<file path="src/rtl/seg7_scan_ctrl.sv">
// seg7_scan_ctrl: time-multiplexed scanner for DIGITS common-anode 7-segment digits.
//
// The packed hex word is captured once per frame into shadow registers, so the
// displayed frame is tear-free. The block also handles per-digit enables, decimal
// points, leading-zero blanking, an anti-ghost blank at the start of each digit
// slot, and 16-level PWM brightness.
//
// Ports:
//   clk          system clock
//   rst          asynchronous reset, active-high
//   data         hex nibbles, digit i = data[4i+3:4i]
//   dp_in        decimal point request per digit
//   digit_en     1 = digit may light, 0 = anode held off
//   lz_suppress  1 = blank leading zero digits
//   bright       brightness 0 (dark) .. 15 (full), applied live
//   an           anode enables, at most one active
//   seg          segments {g,f,e,d,c,b,a}
//   dp           decimal point
//   frame_done   1-cycle pulse on the last cycle of slot DIGITS-1 (as seen at the pins)
module seg7_scan_ctrl #(
    parameter int unsigned DIGITS       = 8,
    parameter int unsigned TICK_DIV     = 12500,
    parameter int unsigned BLANK_CYCLES = 64,
    parameter bit          ACTIVE_LOW   = 1'b1
) (
    input  logic                  clk,
    input  logic                  rst,
    input  logic [4*DIGITS-1:0]   data,
    input  logic [DIGITS-1:0]     dp_in,
    input  logic [DIGITS-1:0]     digit_en,
    input  logic                  lz_suppress,
    input  logic [3:0]            bright,
    output logic [DIGITS-1:0]     an,
    output logic [6:0]            seg,
    output logic                  dp,
    output logic                  frame_done
);

    localparam int unsigned SW = $clog2(TICK_DIV);
    localparam int unsigned IW = (DIGITS > 1) ? $clog2(DIGITS) : 1;

    localparam logic [SW-1:0]     LAST_SLOT = SW'(TICK_DIV - 1);
    localparam logic [SW-1:0]     BLANK_END = SW'(BLANK_CYCLES);
    localparam logic [IW-1:0]     LAST_IDX  = IW'(DIGITS - 1);

    // Inactive pin levels; XOR-ing an active-high value with these gives the pin value.
    localparam logic [DIGITS-1:0] AN_OFF    = {DIGITS{ACTIVE_LOW}};
    localparam logic [6:0]        SEG_OFF   = {7{ACTIVE_LOW}};
    localparam logic              DP_OFF    = ACTIVE_LOW;

    logic [SW-1:0]         slot_cnt_q;
    logic [IW-1:0]         idx_q;
    logic                  load_pending_q;
    logic [4*DIGITS-1:0]   shadow_data_q;
    logic [DIGITS-1:0]     shadow_dp_q;
    logic [DIGITS-1:0]     shadow_en_q;
    logic                  shadow_lz_q;

    logic                  slot_last;
    logic                  idx_last;
    logic                  capture;
    logic [3:0]            nib [DIGITS];
    logic [DIGITS-1:0]     lz_blank;
    logic                  higher_zero;
    logic [SW-1:0]         slot_off;
    logic [3:0]            pwm;
    logic                  in_blank;
    logic                  lit;
    logic [DIGITS-1:0]     an_act;
    logic [6:0]            seg_act;
    logic                  dp_act;

    function automatic logic [6:0] hex_decode(input logic [3:0] h);
        case (h)
            4'h0:    hex_decode = 7'h3F;
            4'h1:    hex_decode = 7'h06;
            4'h2:    hex_decode = 7'h5B;
            4'h3:    hex_decode = 7'h4F;
            4'h4:    hex_decode = 7'h66;
            4'h5:    hex_decode = 7'h6D;
            4'h6:    hex_decode = 7'h7D;
            4'h7:    hex_decode = 7'h07;
            4'h8:    hex_decode = 7'h7F;
            4'h9:    hex_decode = 7'h6F;
            4'hA:    hex_decode = 7'h77;
            4'hB:    hex_decode = 7'h7C;
            4'hC:    hex_decode = 7'h39;
            4'hD:    hex_decode = 7'h5E;
            4'hE:    hex_decode = 7'h79;
            default: hex_decode = 7'h71;
        endcase
    endfunction

    for (genvar g = 0; g < DIGITS; g++) begin : g_nib
        assign nib[g] = shadow_data_q[4*g +: 4];
    end

    assign slot_last = (slot_cnt_q == LAST_SLOT);
    assign idx_last  = (idx_q == LAST_IDX);
    // Shadow registers load on the edge that starts slot 0 of a new frame.
    assign capture   = load_pending_q | (slot_last & idx_last);

    // Digit i>0 is blanked when it and every higher digit are zero.
    always_comb begin
        higher_zero = 1'b1;
        lz_blank    = '0;
        for (int i = DIGITS - 1; i >= 0; i--) begin
            higher_zero = higher_zero & (nib[i] == 4'h0);
            lz_blank[i] = shadow_lz_q & higher_zero & (i != 0);
        end
    end

    always_comb begin
        slot_off = slot_cnt_q - BLANK_END;
        pwm      = slot_off[3:0];
        in_blank = (slot_cnt_q < BLANK_END);
        lit      = !in_blank && shadow_en_q[idx_q] && !lz_blank[idx_q] &&
                   ((bright == 4'hF) || (pwm < bright));
        an_act        = '0;
        an_act[idx_q] = lit;
        seg_act  = lit ? hex_decode(nib[idx_q]) : 7'h00;
        dp_act   = lit & shadow_dp_q[idx_q];
    end

    always_ff @(posedge clk or posedge rst) begin
        if (rst) begin
            slot_cnt_q     <= '0;
            idx_q          <= '0;
            load_pending_q <= 1'b1;
            shadow_data_q  <= '0;
            shadow_dp_q    <= '0;
            shadow_en_q    <= '0;
            shadow_lz_q    <= 1'b0;
            an             <= AN_OFF;
            seg            <= SEG_OFF;
            dp             <= DP_OFF;
            frame_done     <= 1'b0;
        end else begin
            slot_cnt_q <= slot_last ? '0 : slot_cnt_q + SW'(1);
            if (slot_last) begin
                idx_q <= idx_last ? '0 : idx_q + IW'(1);
            end
            load_pending_q <= 1'b0;
            if (capture) begin
                shadow_data_q <= data;
                shadow_dp_q   <= dp_in;
                shadow_en_q   <= digit_en;
                shadow_lz_q   <= lz_suppress;
            end
            an         <= an_act ^ AN_OFF;
            seg        <= seg_act ^ SEG_OFF;
            dp         <= dp_act ^ DP_OFF;
            frame_done <= slot_last & idx_last;
        end
    end

endmodule
</file>
<file path="config.mk">
export PLATFORM = sky130hd
export DESIGN_NAME = seg7_scan_ctrl
export DESIGN_NICKNAME = d
export VERILOG_FILES = /design/src/rtl/seg7_scan_ctrl.sv
export SDC_FILE = /design/constraint.sdc
export NUM_CORES = 1
export LEC_CHECK = 0
export BUFFER_PORTS_ARGS = -buffer_cell sky130_fd_sc_hd__buf_2
export CAP_MARGIN = 30
export CORE_MARGIN = 4
export CORE_UTILIZATION = 51
export DETAILED_ROUTE_END_ITERATION = 7
export PLACE_DENSITY = 0.81
export SYNTH_ARGS = -nofsm -noshare
export SYNTH_HDL_FRONTEND = slang
export SYNTH_SLANG_ARGS = --single-unit
export TNS_END_PERCENT = 10
</file>
<file path="constraint.sdc">
create_clock -name clk -period 3.43 [get_ports clk]
set_input_delay 0.686 -clock clk [delete_from_list [all_inputs] [get_ports clk]]
set_output_delay 0.686 -clock clk [all_outputs]
set_load 0.01 [all_outputs]
</file>
==> results.py, run 1 <==
metrics = {
    "cts": {
        "cts_tree": "built",
        "clockRootBuffer": "clkbuf_8",
        "clk_latency_ps": 360,
        "clock_path_buffers": 2,
        "htree_num_levels": 3,
        "cts_sinks": 84,
        "cts_hold_buf": 0,
        "ctsResizeCount": 0,
        "cts_setup_buffers": 0,
        "cts_made_buffers": 9,
        "path_clk_slew_ps": 80,
    },
    "routing": {
        "wl_met3_microns": 515,
        "drt-initial-drc-count": 110,
        "highest_layer": "met4",
        "drtPass1Iterations": 4,
        "routed_wirelength_mm": 8.52,
        "detailroute.wirelength.met2_mm": 4.04,
        "wl_per_cell_microns": 16.6,
        "vias_per_cell": 5.55,
        "drc": 0,
        "vias": 2852,
        "drt-met1-wl_mm": 3.86,
        "antenna_left": 0,
    },
    "die": {
        "io-pin-count": 72,
        "num_rows": 32,
        "core-area_sq_um": 7810,
        "die_h_microns": 98.2,
        "die_w_microns": 98.2,
        "start_util_pct": 53.1,
        "dieArea_sq_um": 9640,
    },
    "pwr": {
        "peakVddDrop_v": 0.000222,
        "p_per_area_nw_per_um2": 405,
        "switching_share_pct": 26.4,
        "intPower_w": 0.00143,
        "combPwrFrac_pct": 11.4,
        "seqPwrFrac_pct": 56.3,
        "pwr-share-clk_pct": 32.3,
        "power.leakage_nw": 2.05,
        "switchingPower_w": 0.000513,
    },
    "placement": {
        "preCtsSetupSlack_ps": 497,
        "port_buffers": 71,
        "routabilityCongestion": 0.846,
        "dp_hpwl_mm": 6.54,
    },
    "sta": {
        "rsz0062_at_grt": "no",
        "finalCritPeriodShare_pct": 87.1,
        "layout_min_cycle_time_ps": 2990,
        "final-hold-violation-count": 0,
        "timing.fmax_mhz": 335,
        "slew_viol_final": 0,
        "setup-violations-final": 0,
        "clock_skew_ps": 8.24,
        "setup_tns_ps": 0,
        "max_slew.worst_pin.slew_ps": 770,
        "maxSlewHeadroom_pct": 48.5,
        "setup_ws_ps": 443,
    },
    "synth": {
        "syn_inst": 331,
        "synth_mux_area_share_pct": 20.1,
        "synthesis.area_sq_um": 4150,
        "synth_adder_area_share_pct": 3.62,
        "yosysSeqAreaShare_pct": 51.2,
        "synth_area_leader_cell": "dfrtp_1",
        "synth_cell_types": 56,
        "yosysTopAreaCellShare_pct": 40.4,
        "synth_top_family_by_area": "multiplexers",
        "yosysWarnings": 0,
        "ys_seq_elements": 84,
        "synth_fp_nets": 398,
        "synth_compound_area_share_pct": 6.54,
        "yosys.area_share.xor_xnor_pct": 2.53,
        "synth_area_leaders": "dfrtp_1 (40%), mux2_2 (15%), dfstp_2 (11%)",
        "yosys.area_share.simple_pct": 12.5,
        "synth.avg_cell_area_sq_um": 12.5,
    },
    "critical_path": {
        "cp_max_fo": 17,
        "cp-start-kind": "register",
        "endpoint_kind": "register",
        "cp.required_ps": 3700,
        "path_class": "register to register",
        "worstPathArrival_ps": 3250,
    },
    "global_route": {
        "grt_max_degree": 41,
        "grt_pass1_vias": 2944,
        "grt_first_pass_wirelength_mm": 14.3,
        "grt_overflow": 0,
        "grt_usage_pct": 18.5,
        "grt_antenna_before_repair": 0,
    },
    "cells_and_area": {
        "layout.nets": 474,
        "antenna_cells": 0,
        "nFillCells": 634,
        "drive_gt1_share_pct": 45.1,
        "area_growth_pct": 15.7,
    },
    "run": {
        "maxCapViolations": 0,
    },
    "hold_path": {
        "hp-class": "primary input to asynchronous set/reset pin",
    },
    "outcome": {
        "status": "finished clean",
    },
}
## area by class of cell
type	count	area, sq um	area share, %
inverters	11	45.0	0.938
clock buffers	9	124	2.58
clock inverters	7	51.3	1.07
flip-flops and latches	84	2120	44.2
multi-input cells	221	1890	39.5
repair buffers	80	435	9.07
well taps	102	128	2.66
## Yosys cell counts (all sizes together)
cell type  count
or2            1
o22ai          1
nor2b          5
o211ai         6
mux2          54
xor2           7
a22oi          2
or4b           3
a211oi         3
a22o           2
nand4b         1
nor3b          2
mux2i         13
nor3           7
a211o          1
a2111oi        1
a21bo          1
o311ai         1
nor4           8
clkbuf         5
or3b           1
nor2          18
nand3         19
o221ai         1
o21ai          4
and2           3
a21oi          6
nand2b         1
nand2         12
buf           10
dfstp         17
dfrtp         67
nand3b         7
and3           3
ha            12
o2111ai        1
mux4           4
nand4          2
inv           11
a32o           1
xnor2          5
o31ai          1
conb           1
## power by group through the flow
stage / Clock, W / Sequential [W] / Combinational, W
6_report: 0.000629 / 0.00110 / 0.000221
5_1_grt: 0.000686 / 0.00110 / 0.000246
4_1_cts: 0.000644 / 0.00109 / 0.000224
3_5_place_dp: 0 / 0.00111 / 0.000223
3_3_place_gp: 0 / 0.00111 / 0.000214
2_1_floorplan: 0 / 0.00109 / 0.000158
## routing by layer
metal	up-vias	track usage, %
met5	-	0
met2	88	29.2
met3	8	3.64
li1	1350	-
met4	0	7.67
met1	1406	25.1
## registers in the layout (all words and copies together), names as in the netlist, 3 cells and up
| signal | flops |
|---|---|
| an | 8 |
| shadow_data_q | 32 |
| slot_cnt_q | 14 |
| idx_q | 3 |
| shadow_en_q | 8 |
| seg | 7 |
| shadow_dp_q | 8 |
## metrics by stage
step	util (%)	hold WS (ps)	cell area (sq um)	power (W)	std cells
after global routing	61.5	448	4800	0.00203	514
after floorplan	-	447	4150	0.00125	331
after CTS	61.5	399	4800	0.00196	514
after global placement	59.2	469	4630	0.00132	498
after detailed placement	59.2	482	4630	0.00134	498
final	61.5	394	4800	0.00194	514
## worst max-delay path: stages (launching register included)
cell,delay [ps]
dfrtp_1,750
mux4_2,400
mux2i_1,470
inv_1,190
ha_1,310
a21bo_2,210
a21oi_1,50
or4b_1,520
## layout by cell type, fill, tap and decap left out, types with 8 or more instances in the layout
cell	count
nor2_1	18
clkbuf_8	9
dfstp_2	17
nand2_1	11
mux2_2	54
dfrtp_1	67
mux2i_1	13
nand3_1	19
buf_2	71
nor4_1	8
buf_4	8
inv_1	9
ha_1	12
## path summary, 6_finish.rpt
kind / endpoint / slack, ps / startpoint / cells after the start
worst max-delay path: seg[0]$_DFF_PP1_ / 440 / idx_q[2]$_DFFE_PP0N_ / 7
worst min-delay path: slot_cnt_q[1]$_DFF_PP0_ / 390 / rst / 2
worst max register to register: seg[0]$_DFF_PP1_ / 440 / idx_q[2]$_DFFE_PP0N_ / 7
worst min register to register: slot_cnt_q[0]$_DFF_PP0_ / 500 / slot_cnt_q[0]$_DFF_PP0_ / 1
max in group asynchronous: seg[6]$_DFF_PP1_ / 2220 / rst / 3
min in group clk: slot_cnt_q[0]$_DFF_PP0_ / 500 / slot_cnt_q[0]$_DFF_PP0_ / 1
## cell families after synthesis
logic type	Yosys count
and+or+nand+nor	93
DFF	84
muxes	71
AOI/OAI and AO/OA	32
buffers and inverters	26
adders and majority gates	12
xor gates and xnor gates	12
other	1
Power figures use the tool's default switching activity.
==> run 2, diff against run 1 <==
--- a/config.mk
+++ b/config.mk
@@ -10,7 +10,7 @@
 export CORE_MARGIN = 4
 export CORE_UTILIZATION = 51
 export DETAILED_ROUTE_END_ITERATION = 7
-export PLACE_DENSITY = 0.81
+export PLACE_DENSITY = 0.84
 export SYNTH_ARGS = -nofsm -noshare
 export SYNTH_HDL_FRONTEND = slang
 export SYNTH_SLANG_ARGS = --single-unit
==> run 2 against run 1 <==
Combinational power is essentially flat. First-iteration DRC count grew 56%. Critical endpoint unchanged. Clock-buffer cell count grew 3. Global-route usage grew 0.52 points. Hold slack lost 16 ps. Clock power grew 46%.
==> results.py, run 2 (synthesis results as in run 1) <==
metrics = {
    "routing": {
        "drtPass1Iterations": 4,
        "drt-initial-drc-count": 172,
        "vias_per_cell": 5.55,
        "antenna_left": 0,
        "routed_wirelength_mm": 8.70,
        "vias": 2856,
        "wl_per_cell_microns": 16.9,
        "drc": 0,
    },
    "cells_and_area": {
        "drive_gt1_share_pct": 44.8,
        "largest_registers": "shadow_data_q (32), slot_cnt_q (14)",
        "layout.nets": 475,
        "antenna_cells": 0,
        "layout_common_cells": "buf_2 (71), dfrtp_1 (67), mux2_2 (54)",
        "largest_register_ffs": 32,
        "area_growth_pct": 17.8,
        "final_common_cell": "buf_2",
        "regMostFlops": "shadow_data_q",
        "utilization_pct": 62.6,
    },
    "critical_path": {
        "cp-start-kind": "register",
        "rr_worst_depth": 8,
        "path_buf_inv": 1,
        "slowest_stage": "or4b_2",
        "cpLargestDelayFamily": "simple AND/OR/NAND/NOR gates",
        "worstPathArrival_ps": 3040,
        "timing.rr.start": "idx_q[1]$_DFFE_PP0N_",
        "cp.required_ps": 3700,
        "endpoint_kind": "register",
        "cp_slowest_stage_delay_ps": 650,
        "r2r-end": "seg[0]$_DFF_PP1_",
        "reg2reg_setup_slack_ps": 660,
        "cp_max_fo": 16,
        "path_cells": "buf_4 -> or4b_2 -> o21ai_0 -> a211oi_2 -> ha_1 -> a21bo_2 -> a21oi_1 -> or4b_1",
        "path_class": "register to register",
    },
    "sta": {
        "clock_skew_ps": 7.14,
        "layout_min_cycle_time_ps": 2770,
        "final-hold-violation-count": 0,
        "max_slew.worst_pin.slew_ps": 607,
        "rsz0062_at_grt": "no",
        "setup_tns_ps": 0,
        "slew_viol_final": 0,
        "finalCritPeriodShare_pct": 80.8,
        "holdWs_ps": 378,
        "setup-violations-final": 0,
        "maxSlewHeadroom_pct": 59.5,
        "timing.fmax_mhz": 361,
    },
    "cts": {
        "clockRootBuffer": "clkbuf_8",
        "htree_num_levels": 3,
        "cts_tree": "built",
        "cts_sinks": 84,
        "cts_setup_buffers": 0,
        "clock_path_buffers": 2,
        "cts_hold_buf": 0,
        "cts_made_buffers": 9,
        "clk_latency_ps": 360,
        "ctsResizeCount": 0,
        "path_clk_slew_ps": 80,
    },
    "global_route": {
        "grt_first_pass_wirelength_mm": 14.6,
        "grt_usage_pct": 19.0,
        "grt_pass1_vias": 2986,
        "grt_antenna_before_repair": 0,
        "grt_overflow": 0,
        "grt_max_degree": 50,
    },
    "die": {
        "io-pin-count": 72,
        "dieArea_sq_um": 9640,
        "core-area_sq_um": 7810,
        "num_rows": 32,
        "start_util_pct": 53.1,
        "die_h_microns": 98.2,
        "die_w_microns": 98.2,
    },
    "hold_path": {
        "hp-class": "primary input to asynchronous set/reset pin",
    },
    "pwr": {
        "p_per_area_nw_per_um2": 458,
        "power.leakage_nw": 2.09,
        "peakVddDrop_v": 0.000281,
    },
    "run": {
        "maxCapViolations": 0,
    },
    "placement": {
        "routabilityCongestion": 0.859,
        "dp_hpwl_mm": 6.56,
        "port_buffers": 71,
    },
    "outcome": {
        "status": "finished clean",
    },
}
==> run 2: cell types whose count changed in the layout (fill, tap and decap cells not counted), moves of 2 or more <==
cell	delta
clkbuf_1	+2
bufinv_16	+4
buf_4	+2
clkinv_4	-2
clkinv_2	-2
clkinvlp_4	-2
==> run 2: power breakdown <==
group | leakage, nW | switching (W) | internal (W)
Combinational | 0.973 | 0.000106 | 0.000117
Clock | 0.131 | 0.000342 | 0.000578
Sequential | 0.987 | 0.0000454 | 0.00105
Total | 2.09 | 0.000494 | 0.00175
==> run 2: stage by stage <==
| stage | instance area (sq um) | worst slack, ps | cells | power [W] |
|---|---|---|---|---|
| finish | 4890 | 659 | 515 | 0.00224 |
| global route | 4890 | 485 | 515 | 0.00233 |
| CTS | 4890 | 671 | 515 | 0.00226 |
| detailed placement | 4620 | 632 | 499 | 0.00134 |
| global placement | 4620 | 765 | 499 | 0.00132 |
| floorplan | 4150 | 607 | 331 | 0.00125 |
==> run 2: layout make-up <==
type	instances	area (sq um)
clock buffer	12	145
clock inverter	4	120
fill	629	2920
inverter	11	45.0
multi-input combinational	221	1890
sequential	84	2120
tap	102	128
timing repair buffer	81	430
==> run 2: per-layer routing <==
| metal | vias to the layer above | track usage [%] | share of wire (%) |
|---|---|---|---|
| met3 | 17 | 3.86 | 6.6 |
| met5 | - | 0 | 0 |
| li1 | 1351 | - | - |
| met2 | 102 | 29.8 | 47 |
| met1 | 1386 | 25.2 | 44 |
| met4 | 0 | 9.45 | 2.6 |
==> run 2: how the worst max path moves through the flow <==
stage / depth (start not counted) / to / startpoint / slack [ps]
global placement: 8 / seg[0]$_DFF_PP1_ / idx_q[1]$_DFFE_PP0N_ / 760
floorplan: 1 / frame_done$_DFF_PP0_ / rst / 610
detailed placement: 9 / seg[1]$_DFF_PP1_ / bright[1] / 630
finish: 8 / seg[0]$_DFF_PP1_ / idx_q[1]$_DFFE_PP0N_ / 660
CTS: 8 / seg[0]$_DFF_PP1_ / idx_q[1]$_DFFE_PP0N_ / 670
global route: 8 / seg[0]$_DFF_PP1_ / idx_q[1]$_DFFE_PP0N_ / 480
==> run 2: worst reg2reg max path: cells and delay by family (launching register included) <==
family	cells	cell delay, ps
fa+ha+maj	1	300
simple gates	2	1160
buf+inv	1	260
flops	1	480
compound gates	4	500
==> run 3, diff against run 2 <==
==> constraint.sdc (replaced) <==
create_clock -name clk -period 2.7 [get_ports clk]
set_input_delay 0.54 -clock clk [delete_from_list [all_inputs] [get_ports clk]]
set_output_delay 0.54 -clock clk [all_outputs]
set_load 0.01 [all_outputs]
==> run 3 against run 2 <==
Non-clock buffer count rose by 2. Register-to-register slack got worse by 550 ps. Routed wire length fell by 2.3%. Utilization barely moved. Die area did not move. Clock-buffer cell count fell by 1. Final cell count rose by 0.19%. Highest routed layer unchanged. Clock power rose by 5.5%. Global-route usage fell by 0.54 points.
==> results.py, run 3 (synthesis results as in run 1) <==
metrics = {
    "outcome": {
        "status": "finished clean",
    },
    "routing": {
        "routed_wirelength_mm": 8.49,
        "drt-initial-drc-count": 170,
        "wl_per_cell_microns": 16.5,
        "drtPass1Iterations": 4,
        "vias_per_cell": 5.66,
        "antenna_left": 0,
        "vias": 2919,
        "drc": 0,
    },
    "placement": {
        "dp_hpwl_mm": 6.43,
        "routabilityCongestion": 0.961,
        "dp.cells": 501,
        "port_buffers": 71,
    },
    "sta": {
        "final-hold-violation-count": 0,
        "rsz0062_at_grt": "no",
        "layout_min_cycle_time_ps": 2600,
        "clock_skew_ps": 14.6,
        "setup_tns_ps": 0,
        "finalCritPeriodShare_pct": 96.1,
        "setup-violations-final": 0,
        "slew_viol_final": 0,
        "timing.fmax_mhz": 385,
    },
    "cts": {
        "cts_hold_buf": 0,
        "htree_num_levels": 3,
        "clockRootBuffer": "clkbuf_8",
        "cts_made_buffers": 9,
        "cts_sinks": 84,
        "clk_latency_ps": 360,
        "clock_path_buffers": 2,
        "cts_tree": "built",
        "path_clk_slew_ps": 90,
    },
    "pwr": {
        "seqPwrFrac_pct": 52.5,
        "intPower_w": 0.00203,
        "peakVddDrop_v": 0.000342,
        "p_per_area_nw_per_um2": 543,
        "pwr-share-clk_pct": 36.6,
        "power.leakage_nw": 2.09,
        "combPwrFrac_pct": 10.9,
        "switchingPower_w": 0.000623,
        "switching_share_pct": 23.5,
    },
    "critical_path": {
        "cp_max_fo": 9,
        "rr_worst_depth": 7,
        "timing.rr.start": "idx_q[1]$_DFFE_PP0N_",
        "path_class": "register to register",
        "reg2reg_setup_slack_ps": 100,
        "worstPathArrival_ps": 2860,
        "cp.required_ps": 2960,
        "cp-start-kind": "register",
        "endpoint_kind": "register",
        "r2r-end": "seg[0]$_DFF_PP1_",
    },
    "global_route": {
        "grt_first_pass_wirelength_mm": 14.3,
        "grt_max_degree": 85,
        "grt_antenna_before_repair": 0,
        "grt_pass1_vias": 2925,
        "grt_overflow": 0,
        "grt_usage_pct": 18.5,
    },
    "die": {
        "num_rows": 32,
        "dieArea_sq_um": 9640,
        "die_w_microns": 98.2,
        "io-pin-count": 72,
        "core-area_sq_um": 7810,
        "die_h_microns": 98.2,
        "start_util_pct": 53.1,
    },
    "cells_and_area": {
        "final_common_cell": "buf_2",
        "largest_registers": "shadow_data_q (32), slot_cnt_q (14)",
        "area_growth_pct": 17.7,
        "largest_register_ffs": 32,
        "drive_gt1_share_pct": 45.4,
        "layout_common_cells": "buf_2 (71), dfrtp_1 (66), mux2_2 (54)",
        "multi_input_area_sq_um": 1900,
        "nFillCells": 642,
        "layout.nets": 477,
        "regArea_sq_um": 2120,
        "instances_no_fill": 516,
        "regMostFlops": "shadow_data_q",
        "antenna_cells": 0,
    },
    "run": {
        "maxCapViolations": 0,
    },
    "hold_path": {
        "hp-class": "primary input to asynchronous set/reset pin",
    },
}
run 3: changes by cell type in the layout (fill, tap and decap cells not counted), sizes merged:
cell    delta
clkbuf     -1
bufinv     -2
buf        +2
clkinv     +2
run 3: how the worst max path moves through the flow:
stage,from,to,slack [ps]
global placement,idx_q[1]$_DFFE_PP0N_,seg[0]$_DFF_PP1_,130
finish,idx_q[1]$_DFFE_PP0N_,seg[0]$_DFF_PP1_,100
floorplan,rst,frame_done$_DFF_PP0_,20
global route,idx_q[1]$_DFFE_PP0N_,seg[0]$_DFF_PP1_,30
detailed placement,idx_q[1]$_DFFE_PP0N_,seg[0]$_DFF_PP1_,40
CTS,idx_q[1]$_DFFE_PP0N_,seg[0]$_DFF_PP1_,10
run 3: critical path: stages, from the launching register on:
cell      delay, ps
dfrtp_2         490
or4b_2          640
o21ai_1         200
a211oi_4        110
ha_1            260
a21bo_2         210
a21oi_1          50
or4b_1          530
run 3: power groups by stage:
stage	clock (W)	combinational, W	sequential [W]
detailed placement	0	0.000288	0.00142
global route	0.00105	0.000320	0.00140
finish	0.000971	0.000288	0.00139
CTS	0.000992	0.000290	0.00139
global placement	0	0.000274	0.00141
floorplan	0	0.000200	0.00139
run 3: metal layers:
layer  wire length [microns]  track usage, %
met5                       0               0
met4                     143            6.30
met3                     582            5.43
met2                    4140            29.4
met1                    3630            24.3
run 3: per-stage QoR:
stage	utilization, %	instance area (sq um)	setup slack (ps)	hold slack, ps	total power (W)
after floorplan	-	4150	23.0	447	0.00159
after global placement	59.7	4660	133	473	0.00168
after detailed placement	59.7	4660	37.0	493	0.00170
after CTS	62.5	4880	11.6	277	0.00267
after global routing	62.6	4880	29.6	302	0.00277
final	62.6	4880	105	265	0.00265
run 3: cell type report:
| type | instances | area share [%] |
|---|---|---|
| Tap cell | 102 | 2.61 |
| Clock buffer | 11 | 2.89 |
| Sequential cell | 84 | 43.5 |
| Multi-Input combinational cell | 221 | 38.9 |
| Timing Repair Buffer | 83 | 9.63 |
| Clock inverter | 4 | 1.51 |
| Inverter | 11 | 0.922 |
run 3: timing repair:
action                                  CTS  global route
buffers inserted                          0             0
gates resized for setup                   0             3
endpoints found under the setup margin    0             2
